### config.mk
export PLATFORM = sky130hd
export DESIGN_NAME = cpu_fetch_unit
export DESIGN_NICKNAME = d
export VERILOG_FILES = /design/src/rtl/cpu_pkg.sv /design/src/rtl/fetch_fifo.sv /design/src/rtl/cpu_fetch_unit.sv
export SDC_FILE = /design/constraint.sdc
export NUM_CORES = 1
export LEC_CHECK = 0
export BUFFER_PORTS_ARGS = -buffer_cell sky130_fd_sc_hd__clkbuf_2
export CAP_MARGIN = 20
export CORE_ASPECT_RATIO = 1.75
export CORE_UTILIZATION = 50
export DETAILED_ROUTE_END_ITERATION = 8
export PLACE_DENSITY_LB_ADDON = 0.12
export SKIP_CTS_REPAIR_TIMING = 1
export SLEW_MARGIN = 15
export SYNTH_ARGS = -nofsm -noshare
export SYNTH_HDL_FRONTEND = slang
export SYNTH_SLANG_ARGS = --single-unit
### constraint.sdc
create_clock -name CLK -period 2.83 [get_ports CLK]
set_clock_uncertainty 0.15 [all_clocks]
set_input_delay 0.4245 -clock CLK [delete_from_list [all_inputs] [get_ports CLK]]
set_output_delay 0.4245 -clock CLK [all_outputs]
set_load 0.005 [all_outputs]
### src/rtl/cpu_pkg.sv
// Shared CPU constants: opcodes, register indices, flag bits and fetch-state encoding.
package cpu_pkg;

   localparam int CPU_ADDR_W = 16;
   localparam int CPU_DATA_W = 16;

   localparam logic [4:0] OP_ADD = 5'd0;
   localparam logic [4:0] OP_SUB = 5'd1;
   localparam logic [4:0] OP_AND = 5'd2;
   localparam logic [4:0] OP_OR  = 5'd3;
   localparam logic [4:0] OP_XOR = 5'd4;
   localparam logic [4:0] OP_NOT = 5'd5;
   localparam logic [4:0] OP_SHL = 5'd6;
   localparam logic [4:0] OP_SHR = 5'd7;
   localparam logic [4:0] OP_MOV = 5'd8;
   localparam logic [4:0] OP_LDI = 5'd9;
   localparam logic [4:0] OP_CMP = 5'd10;
   localparam logic [4:0] OP_BRI = 5'd11;
   localparam logic [4:0] OP_BRZ = 5'd12;
   localparam logic [4:0] OP_BRN = 5'd13;
   localparam logic [4:0] OP_STW = 5'd14;
   localparam logic [4:0] OP_LDW = 5'd15;

   // 0-7 are general purpose registers
   localparam logic [3:0] REG_R0 = 4'd0;
   localparam logic [3:0] REG_R7 = 4'd7;
   localparam logic [3:0] REG_PC = 4'd8;
   localparam logic [3:0] REG_IR = 4'd9;
   localparam logic [3:0] REG_FR = 4'd10;

   localparam int FLAG_Z = 0;
   localparam int FLAG_N = 1;

   typedef enum logic [1:0] {
      ST_IDLE    = 2'd0,
      ST_FETCH   = 2'd1,
      ST_DISCARD = 2'd2
   } fetch_state_t;

endpackage

### src/rtl/fetch_fifo.sv
// Prefetch FIFO of {instr, pc} with flush; push visible on the next cycle, no bypass.
// Pop is ignored when empty or flushing; flush wins over push/pop on the same edge.
module fetch_fifo #(
   parameter int DEPTH  = 2,
   parameter int DATA_W = 16,
   parameter int ADDR_W = 16,
   parameter int CNT_W  = 2
) (
   input  logic              clk,
   input  logic              reset,
   input  logic              flush,
   input  logic              push,
   input  logic [DATA_W-1:0] push_instr,
   input  logic [ADDR_W-1:0] push_pc,
   input  logic              pop,
   output logic              head_valid,
   output logic [DATA_W-1:0] head_instr,
   output logic [ADDR_W-1:0] head_pc,
   output logic [CNT_W-1:0]  count
);

   localparam int PTR_W = $clog2(DEPTH);
   localparam logic [CNT_W-1:0] DEPTH_C = CNT_W'(DEPTH);

   logic [DATA_W-1:0] mem_instr [DEPTH];
   logic [ADDR_W-1:0] mem_pc    [DEPTH];
   logic [PTR_W-1:0]  rd_ptr;
   logic [PTR_W-1:0]  wr_ptr;
   logic [DATA_W-1:0] hold_instr;
   logic [ADDR_W-1:0] hold_pc;
   logic              pop_eff;

   assign head_valid = (count != '0);
   assign pop_eff    = pop && head_valid;
   // When empty, keep showing the last head rather than a stale slot
   assign head_instr = head_valid ? mem_instr[rd_ptr] : hold_instr;
   assign head_pc    = head_valid ? mem_pc[rd_ptr]    : hold_pc;

   always_ff @(posedge clk) begin
      if (reset && push && !flush) begin
         mem_instr[wr_ptr] <= push_instr;
         mem_pc[wr_ptr]    <= push_pc;
      end
   end

   always_ff @(posedge clk) begin
      if (!reset) begin
         rd_ptr     <= '0;
         wr_ptr     <= '0;
         count      <= '0;
         hold_instr <= '0;
         hold_pc    <= '0;
      end else begin
         if (head_valid) begin
            hold_instr <= mem_instr[rd_ptr];
            hold_pc    <= mem_pc[rd_ptr];
         end
         if (flush) begin
            rd_ptr <= '0;
            wr_ptr <= '0;
            count  <= '0;
         end else begin
            if (push)
               wr_ptr <= wr_ptr + PTR_W'(1);
            if (pop_eff)
               rd_ptr <= rd_ptr + PTR_W'(1);
            count <= count + CNT_W'(push) - CNT_W'(pop_eff);
         end
      end
   end

   a_no_push_full: assert property (@(posedge clk) disable iff (!reset)
      !(push && !flush && (count == DEPTH_C)));

endmodule

### src/rtl/cpu_fetch_unit.sv
// Fetch stage: one outstanding imem read, prefetch FIFO to the core; ack->instr_valid 1 cycle.
// Stops fetching when the FIFO (counting the in-flight slot) is full; redirect flushes and drops in-flight data.
module cpu_fetch_unit
   import cpu_pkg::*;
#(
   parameter int                ADDR_W     = CPU_ADDR_W,
   parameter int                DATA_W     = CPU_DATA_W,
   parameter int                FIFO_DEPTH = 2,
   parameter logic [ADDR_W-1:0] RESET_PC   = '0
) (
   input  logic              CLK,
   input  logic              reset,
   output logic              imem_req,
   output logic [ADDR_W-1:0] imem_addr,
   input  logic              imem_ack,
   input  logic [DATA_W-1:0] imem_rdata,
   input  logic              redirect_valid,
   input  logic [ADDR_W-1:0] redirect_pc,
   output logic              instr_valid,
   output logic [DATA_W-1:0] instr,
   output logic [ADDR_W-1:0] instr_pc,
   input  logic              instr_ready
);

   localparam int CNT_W = $clog2(FIFO_DEPTH + 1);
   localparam logic [CNT_W-1:0] DEPTH_C = CNT_W'(FIFO_DEPTH);

   fetch_state_t      state;
   fetch_state_t      state_nxt;
   logic [ADDR_W-1:0] fetch_pc;
   logic [ADDR_W-1:0] fetch_pc_nxt;
   logic [ADDR_W-1:0] disc_addr;
   logic              push;
   logic              pop;
   logic              flush;
   logic [CNT_W-1:0]  count;
   logic [CNT_W-1:0]  count_after;

   assign pop         = instr_valid && instr_ready;
   assign count_after = count + CNT_W'(1) - CNT_W'(pop);
   assign imem_req    = (state == ST_FETCH) || (state == ST_DISCARD);
   // A discarded read must keep its original address until acked
   assign imem_addr   = (state == ST_DISCARD) ? disc_addr : fetch_pc;

   always_comb begin
      state_nxt    = state;
      fetch_pc_nxt = fetch_pc;
      push         = 1'b0;
      flush        = 1'b0;
      if (redirect_valid) begin
         flush        = 1'b1;
         fetch_pc_nxt = redirect_pc;
         case (state)
            ST_FETCH:   state_nxt = imem_ack ? ST_FETCH : ST_DISCARD;
            ST_DISCARD: state_nxt = imem_ack ? ST_FETCH : ST_DISCARD;
            default:    state_nxt = ST_FETCH;
         endcase
      end else begin
         case (state)
            ST_IDLE: begin
               if (count < DEPTH_C)
                  state_nxt = ST_FETCH;
            end
            ST_FETCH: begin
               if (imem_ack) begin
                  push         = 1'b1;
                  fetch_pc_nxt = fetch_pc + ADDR_W'(1);
                  state_nxt    = (count_after < DEPTH_C) ? ST_FETCH : ST_IDLE;
               end
            end
            ST_DISCARD: begin
               if (imem_ack)
                  state_nxt = ST_FETCH;
            end
            default: state_nxt = ST_IDLE;
         endcase
      end
   end

   always_ff @(posedge CLK) begin
      if (!reset) begin
         state     <= ST_IDLE;
         fetch_pc  <= RESET_PC;
         disc_addr <= RESET_PC;
      end else begin
         state    <= state_nxt;
         fetch_pc <= fetch_pc_nxt;
         if (state != ST_DISCARD)
            disc_addr <= fetch_pc;
      end
   end

   fetch_fifo #(
      .DEPTH  (FIFO_DEPTH),
      .DATA_W (DATA_W),
      .ADDR_W (ADDR_W),
      .CNT_W  (CNT_W)
   ) u_fifo (
      .clk        (CLK),
      .reset      (reset),
      .flush      (flush),
      .push       (push),
      .push_instr (imem_rdata),
      .push_pc    (fetch_pc),
      .pop        (pop),
      .head_valid (instr_valid),
      .head_instr (instr),
      .head_pc    (instr_pc),
      .count      (count)
   );

endmodule

==> results of run 1 <==
cell families (layout without fill, tap and decap cells):
family | Yosys count | count (layout)
compound gates | 69 | 69
xor+xnor | 16 | 16
fa+ha+maj | 8 | 8
buf+inv | 36 | 139
flops | 135 | 135
mux | 49 | 49
simple gates | 135 | 135
report_power, final:
part,internal [W],switching (W)
Combinational,0.000126,0.000143
Sequential,0.00210,0.0000461
Clock,0.00138,0.000760
worst min path at each step:
stage                          startpoint  slack (ns)                               end  depth (start not counted)
3_3_place_gp        state[1]$_SDFFE_PN0P_        0.33             state[1]$_SDFFE_PN0P_                          2
5_1_grt                     imem_rdata[4]        0.03  u_fifo.mem_instr[0][4]$_DFFE_PP_                          1
6_report                    imem_rdata[8]        0.06  u_fifo.mem_instr[1][8]$_DFFE_PP_                          1
3_5_place_dp   u_fifo.rd_ptr$_SDFFE_PP0P_        0.35        u_fifo.rd_ptr$_SDFFE_PP0P_                          2
2_1_floorplan   fetch_pc[15]$_SDFFE_PN0P_        0.31    u_fifo.mem_pc[0][15]$_DFFE_PP_                          0
4_1_cts                     imem_rdata[8]        0.04  u_fifo.mem_instr[1][8]$_DFFE_PP_                          1
routing by layer:
metal / global-route usage (%) / wire (um)
met5: 0 / 0
met3: 5.61 / 418
met4: 9.77 / 178
met1: 20.6 / 4080
met2: 34.5 / 5340
layout by cell type (no fill, tap or decap), types with 12 or more instances in the layout:
cell type  synthesis  routed
nand2_1           43      43
clkbuf_16          0      17
dfxtp_1           71      70
mux2i_1           35      35
xnor2_1           12      12
mux2_2            14      14
edfxtp_1          64      64
inv_1             13      13
o21ai_0           47      47
and2_1            48      48
clkbuf_2           0      86
worst max-delay path, stage by stage (launching register included):
cell and delay, ns:
dfxtp_1 0.33, inv_1 0.10, ha_1 0.73, mux2_2 0.43
clkbuf_2 0.12
registers in the layout, indices dropped and copies added (netlist names), named ones only:
signal             cells
u_fifo.count           2
state                  2
u_fifo.mem_pc         32
u_fifo.rd_ptr          1
u_fifo.wr_ptr          1
disc_addr             16
u_fifo.hold_instr     16
u_fifo.mem_instr      32
fetch_pc              16
u_fifo.hold_pc        16
metrics by stage:
step / instance area (um2) / power [W] / setup slack, ns / TNS, ns / util (%)
after CTS: 6510 / 0.00461 / 0.0980 / 0 / 63.2
after global placement: 5920 / 0.00245 / 0.584 / 0 / 57.5
after floorplan: 5320 / 0.00234 / -0.157 / -10.07 / -
final: 6510 / 0.00456 / 0.138 / 0 / 63.2
after global routing: 6510 / 0.00472 / 0.0133 / 0 / 63.2
after detailed placement: 5920 / 0.00246 / 0.541 / 0 / 57.5
final cells by class:
| type | count | area share [%] |
|---|---|---|
| Sequential cell | 135 | 51.4 |
| Multi-Input combinational cell | 277 | 28.5 |
| Timing Repair Buffer | 94 | 7.92 |
| Clock buffer | 23 | 7.49 |
| Tap cell | 127 | 2.44 |
| Clock inverter | 9 | 1.54 |
| Inverter | 13 | 0.749 |
==> results.md, run 1 <==
* Via density per instance at a little over 5
* Kind of start point of the critical path: register
* Post-layout minimum cycle time at roughly 2.7 ns
* Synth cell count leaders: 71 x dfxtp_1, 64 x edfxtp_1, 48 x and2_1
* Number of antenna violations at the first check in global routing at 0
* DRT iter0 DRCs at 132
* Endpoint class of the critical path: output port
* Critical Path RT at between 2 and 2.5 ns
* Yosys Warn Count at 0
* Max-cap violations at 0
* GRT Util Overall at 19.6%
* # placed instances at about 650
* Flop and latch count out of synthesis at 135
* Combined flip-flop and latch cell area at about 3300 um2
* Path type of the worst min-delay path: input port to register
* Floorplan die width at approximately 80 um
* Count of final setup violators at 0
* Register area share after synthesis at a little over three fifths
* Peak clock frequency supported by timing at 371 MHz
* Multi-input gate area at 1860 um2
* Fin crit share at between 90% and 100%
* Max rail drop VDD at just over 0.7 mV
* Total number of nets in the final design at 583
* Number of nets produced by synthesis at 493
* Wire length of the first global-routing pass at 16,100 um
* Source-to-sink clock delay at the later pin of the worst-skew pair at between 0.4 and 0.5 ns
* DR WL/cell at about 15 um
* Number of buffers inserted during clock tree synthesis at 17
* Number of port buffers at 86
* Initial standard-cell utilization of the core at roughly 52%
* Synthesized-area fraction occupied by adder cells at roughly 1.9%
* Max H-tree Level at 4
* Synth Area in XOR/XNOR at 2.64%
* Number of sinks handled by clock tree synthesis at between 100 and 150
* Mean instance size in the synthesized netlist at between 10 and 15 um2
* Most common cell in the synthesized netlist: dfxtp_1
* CTS tree: yes
* Total via count in the routed design at around 3,500
* Largest fanout of any net on the critical path at 21
* Data arrival time of the critical path at ~2.1 ns
* Max Slew Vio Count at 0
* Post-Syn Instances at 448
* Dominant cell type by area after synthesis: edfxtp_1
* Synth Area in Simple Gates at 13.5%
* Die height at roughly 140 um
* Estimated wirelength of the detail-placed design at 6780 um
* Top area cells in the synthesized netlist: edfxtp_1 36%, dfxtp_1 27%, mux2i_1 6.6%
* Remaining antenna violation count at 0
* Residual DRC at 0
* Number of top-level pins at 87
* Crit. Startpoint: state[0]$_SDFFE_PN0P_
* Via count of the first global-routing pass at roughly 3,400
* Worst reg2reg endpoint: fetch_pc[15]$_SDFFE_PN0P_
* Post-synthesis cell area at 5320 um2
* Run status: finished, final reports clean
* Static leakage at approximately 2.5 nW
* Post-CTS clock slew at the launch and capture registers of the worst setup and hold paths at approximately 0.060 ns
* Clock buffer depth at 2
* Path type of the worst setup path: register to output port
* Clock tree root driver cell: clkbuf_16
* Share of synthesized registers carrying an async set or reset at 0%
* End point of the critical path: imem_addr[15]
* Number of library cell types mapped by synthesis at 34
* First-pass iteration count of the detailed router at 4
* Complex-gate fraction of the synthesized area at 6.97%
* Synth-to-layout area growth at 22.5%
* Placement row count at 49
* Final cell count without fillers at 678
* Headroom to the max-slew limit at a little over two fifths
* FF-to-FF setup slack at 0.61 ns
* Top_reg_cell synth: dfxtp_1
* Weighted congestion at the end of routability-driven global placement at roughly 0.80
* Final antenna diode count at 0
* Measured slew at the worst slew-check pin at between 0.8 and 0.9 ns
* RSZ-0062 raised after global routing: false
* Mux contribution to synthesized area at 9.56%
* Origin of the critical flop-to-flop path: state[1]$_SDFFE_PN0P_
* Fraction of layout cells with a size suffix above 1 at 26.1%
* Worst hold margin at roughly 0.056 ns
* Number of endpoints with negative hold slack in the final report at 0
* Total detailed-routing wirelength at around 10,000 um
* Dominant combinational cell family by area after synthesis: simple AND/OR/NAND/NOR gates
* Number of enable-type register cells in the synthesized netlist at between 60 and 70
* Die Area at between 10,000 and 15,000 um2
* Maximum number of pins on one net before global-route repair at between 60 and 70
* Global route overflow at 0
* Number of fill cells in the layout at roughly 840
* Synth top area share at approximately 36%
* Power per Cell Area at around 700 nW/um2
* Core Region at around 10,000 um2
* FF-to-FF path depth at 6
(Power assumes the default switching activity.)
==> run 2, diff against run 1 <==
--- a/config.mk
+++ b/config.mk
@@ -10,6 +10,7 @@
 export CORE_ASPECT_RATIO = 1.75
 export CORE_UTILIZATION = 50
 export DETAILED_ROUTE_END_ITERATION = 8
+export GPL_TIMING_DRIVEN = 0
 export PLACE_DENSITY_LB_ADDON = 0.12
 export SKIP_CTS_REPAIR_TIMING = 1
 export SLEW_MARGIN = 15
==> results.md, run 2 (synthesis results as in run 1) <==
* Post-layout minimum cycle time at 2.68 ns (-0.00756 ns)
* Post-CTS clock slew at the launch and capture registers of the worst setup and hold paths at 0.06 ns (about the same)
* Wire length of the first global-routing pass at 18,000 um (+12%)
* Registers with the most flip-flops: u_fifo.mem_instr (32), u_fifo.mem_pc (32)
* Die height at 138 um (unchanged)
* Kind of start point of the critical path: register
* Critical Path RT at 2.26 ns (about the same)
* DRT iter0 DRCs at 165 (+25%)
* DR WL/cell at 16.3 um (+10%)
* Number of port buffers at 85 (-1.2%)
* Max H-tree Level at 4 (unchanged)
* Number of endpoints with negative hold slack in the final report at 0 (unchanged)
* Number of buffers inserted during clock tree synthesis at 17 (unchanged)
* Core Region at 10,300 um2 (unchanged)
* Slowest CP cell: clkbuf_1
* Initial standard-cell utilization of the core at 51.6% (unchanged)
* RSZ-0062 raised after global routing: false
* Crit-path cells: inv_1, ha_1, clkbuf_1, mux2_2, clkbuf_2
* Residual DRC at 0 (unchanged)
* FF-to-FF path depth at 6 (unchanged)
* Placement row count at 49 (unchanged)
* Remaining antenna violation count at 0 (unchanged)
* GRT Util Overall at 21.9% (+2.3 points)
* Fin crit share at 94.9% (-0.27 points)
* Via density per instance at 5.26 (+2.2%)
* Power per Cell Area at 726 nW/um2 (+3.7%)
* Number of top-level pins at 87 (unchanged)
* Floorplan die width at 79.9 um (unchanged)
* Fraction of layout cells with a size suffix above 1 at 25.0% (-1.1 points)
* Clock buffer depth at 2 (unchanged)
* Headroom to the max-slew limit at 54.3% (+12 points)
* Max Slew Vio Count at 0 (unchanged)
* Peak per-stage delay on the critical path at 0.54 ns (-0.19 ns)
* Max rail drop VDD at 0.550 mV (-22%)
* Pre-CTS setup slack at 0.363 ns (-0.177 ns)
* Static leakage at 2.56 nW (+1.7%)
* Maximum number of pins on one net before global-route repair at 22 (-65%)
* Total cell area at the placement stage at 5970 um2 (+0.78%)
* Global route overflow at 0 (unchanged)
* CTS tree: yes
* # placed instances at 662 (+2.5%)
* Die Area at 11,100 um2 (unchanged)
* Estimated wirelength of the detail-placed design at 8100 um (+19%)
* Measured slew at the worst slew-check pin at 0.685 ns (-0.187 ns)
* Post-route design area at 6620 um2 (+1.6%)
* FF-to-FF setup slack at 0.33 ns (-0.28 ns)
* Run status: finished, final reports clean
* Data arrival time of the critical path at 2.11 ns (about the same)
* Cell depth of the worst hold path at 1 (unchanged)
* Hold path start: imem_rdata[4]
* Origin of the critical flop-to-flop path: state[1]$_SDFFE_PN0P_
* Path type of the worst setup path: register to output port
* Number of antenna violations at the first check in global routing at 0 (unchanged)
* Combined flip-flop and latch cell area at 3340 um2 (about the same)
* Post-layout worst setup margin at 0.146 ns (+0.00756 ns)
* Final cell count without fillers at 694 (+2.4%)
* Synth-to-layout area growth at 24.5%
* Source-to-sink clock delay at the later pin of the worst-skew pair at 0.41 ns (about the same)
* Endpoint with the worst hold slack: u_fifo.mem_instr[0][4]$_DFFE_PP_
* Peak clock frequency supported by timing at 373 MHz (+0.28%)
* Total detailed-routing wirelength at 11,300 um (+13%)
* Multi-input gate area at 1850 um2 (-0.40%)
* Worst hold margin at 0.0514 ns (-0.00456 ns)
* Worst reg2reg endpoint: u_fifo.mem_instr[0][11]$_DFFE_PP_
* Total via count in the routed design at 3,650 (+4.6%)
* Number of fill cells in the layout at 836 (-0.83%)
* Weighted congestion at the end of routability-driven global placement at 0.862 (+7.7%)
* Endpoint class of the critical path: output port
* Total number of nets in the final design at 599 (+2.7%)
* Via count of the first global-routing pass at 3,770 (+9.5%)
* Commonest cells after routing, fill and taps aside: 88 x clkbuf_2, 71 x dfxtp_1, 64 x edfxtp_1
* Clock tree root driver cell: clkbuf_16
* Number of sinks handled by clock tree synthesis at 135 (unchanged)
* Path type of the worst min-delay path: input port to register
* Largest fanout of any net on the critical path at 10 (-52%)
* First-pass iteration count of the detailed router at 5 (+1)
* Count of final setup violators at 0 (unchanged)
* Most common library cell in the layout ignoring fill and taps: clkbuf_2
* Final antenna diode count at 0 (unchanged)
* Max-cap violations at 0 (unchanged)
==> run 2: worst max-delay path by stage <==
stage          slack (ns)                  startpoint                                end  cells after the start
2_1_floorplan       -0.16       state[1]$_SDFFE_PN0P_   u_fifo.mem_instr[0][0]$_DFFE_PP_                      5
3_3_place_gp        -1.07       state[1]$_SDFFE_PN0P_  u_fifo.mem_instr[1][12]$_DFFE_PP_                      5
3_5_place_dp         0.36       state[1]$_SDFFE_PN0P_  u_fifo.mem_instr[0][14]$_DFFE_PP_                      6
4_1_cts             -0.03  u_fifo.count[1]$_SDFF_PP0_                       instr_pc[14]                      6
5_1_grt              0.02       state[0]$_SDFFE_PN0P_                      imem_addr[15]                      5
6_report             0.15       state[0]$_SDFFE_PN0P_                      imem_addr[15]                      5
==> run 2: critical path, delay by kind of cell (launching register included) <==
| kind | cells | cell delay [ns] |
|---|---|---|
| mux | 1 | 0.42 |
| buf+inv | 3 | 0.74 |
| flops | 1 | 0.34 |
| fa+ha+maj | 1 | 0.19 |
==> run 2: cell type report <==
| class | count | area share [%] |
|---|---|---|
| Clock buffer | 18 | 6.81 |
| Buffer | 23 | 1.42 |
| Multi-Input combinational cell | 277 | 27.9 |
| Clock inverter | 14 | 2.93 |
| Timing Repair Buffer | 87 | 7.26 |
| Inverter | 13 | 0.737 |
| Tap cell | 127 | 2.40 |
| Sequential cell | 135 | 50.5 |
==> run 2: power breakdown <==
part	switching [W]	leakage, nW	internal, W	total, W
Sequential	0.0000456	1.16	0.00210	0.00215
Clock	0.000839	0.314	0.00153	0.00237
Combinational	0.000157	1.09	0.000128	0.000285
Total	0.00104	2.56	0.00377	0.00481
==> run 2: routing by layer <==
layer	share of wire [%]	track usage (%)	vias to the layer above	wire length [um]
met2	57	41.6	121	6490
met1	37	21.9	1736	4240
li1	-	-	1785	-
met4	0.86	8.27	0	97
met5	0	0	-	0
met3	4.2	5.61	8	478
==> run 2: per-stage QoR <==
step                      setup TNS [ns]  utilization [%]  power (W)
after floorplan                   -10.07                -    0.00234
after global placement            -68.18             57.3    0.00246
after global routing                   0             64.3    0.00496
after CTS                        -0.0291             64.2    0.00484
after detailed placement               0             58.0    0.00247
final                                  0             64.3    0.00481
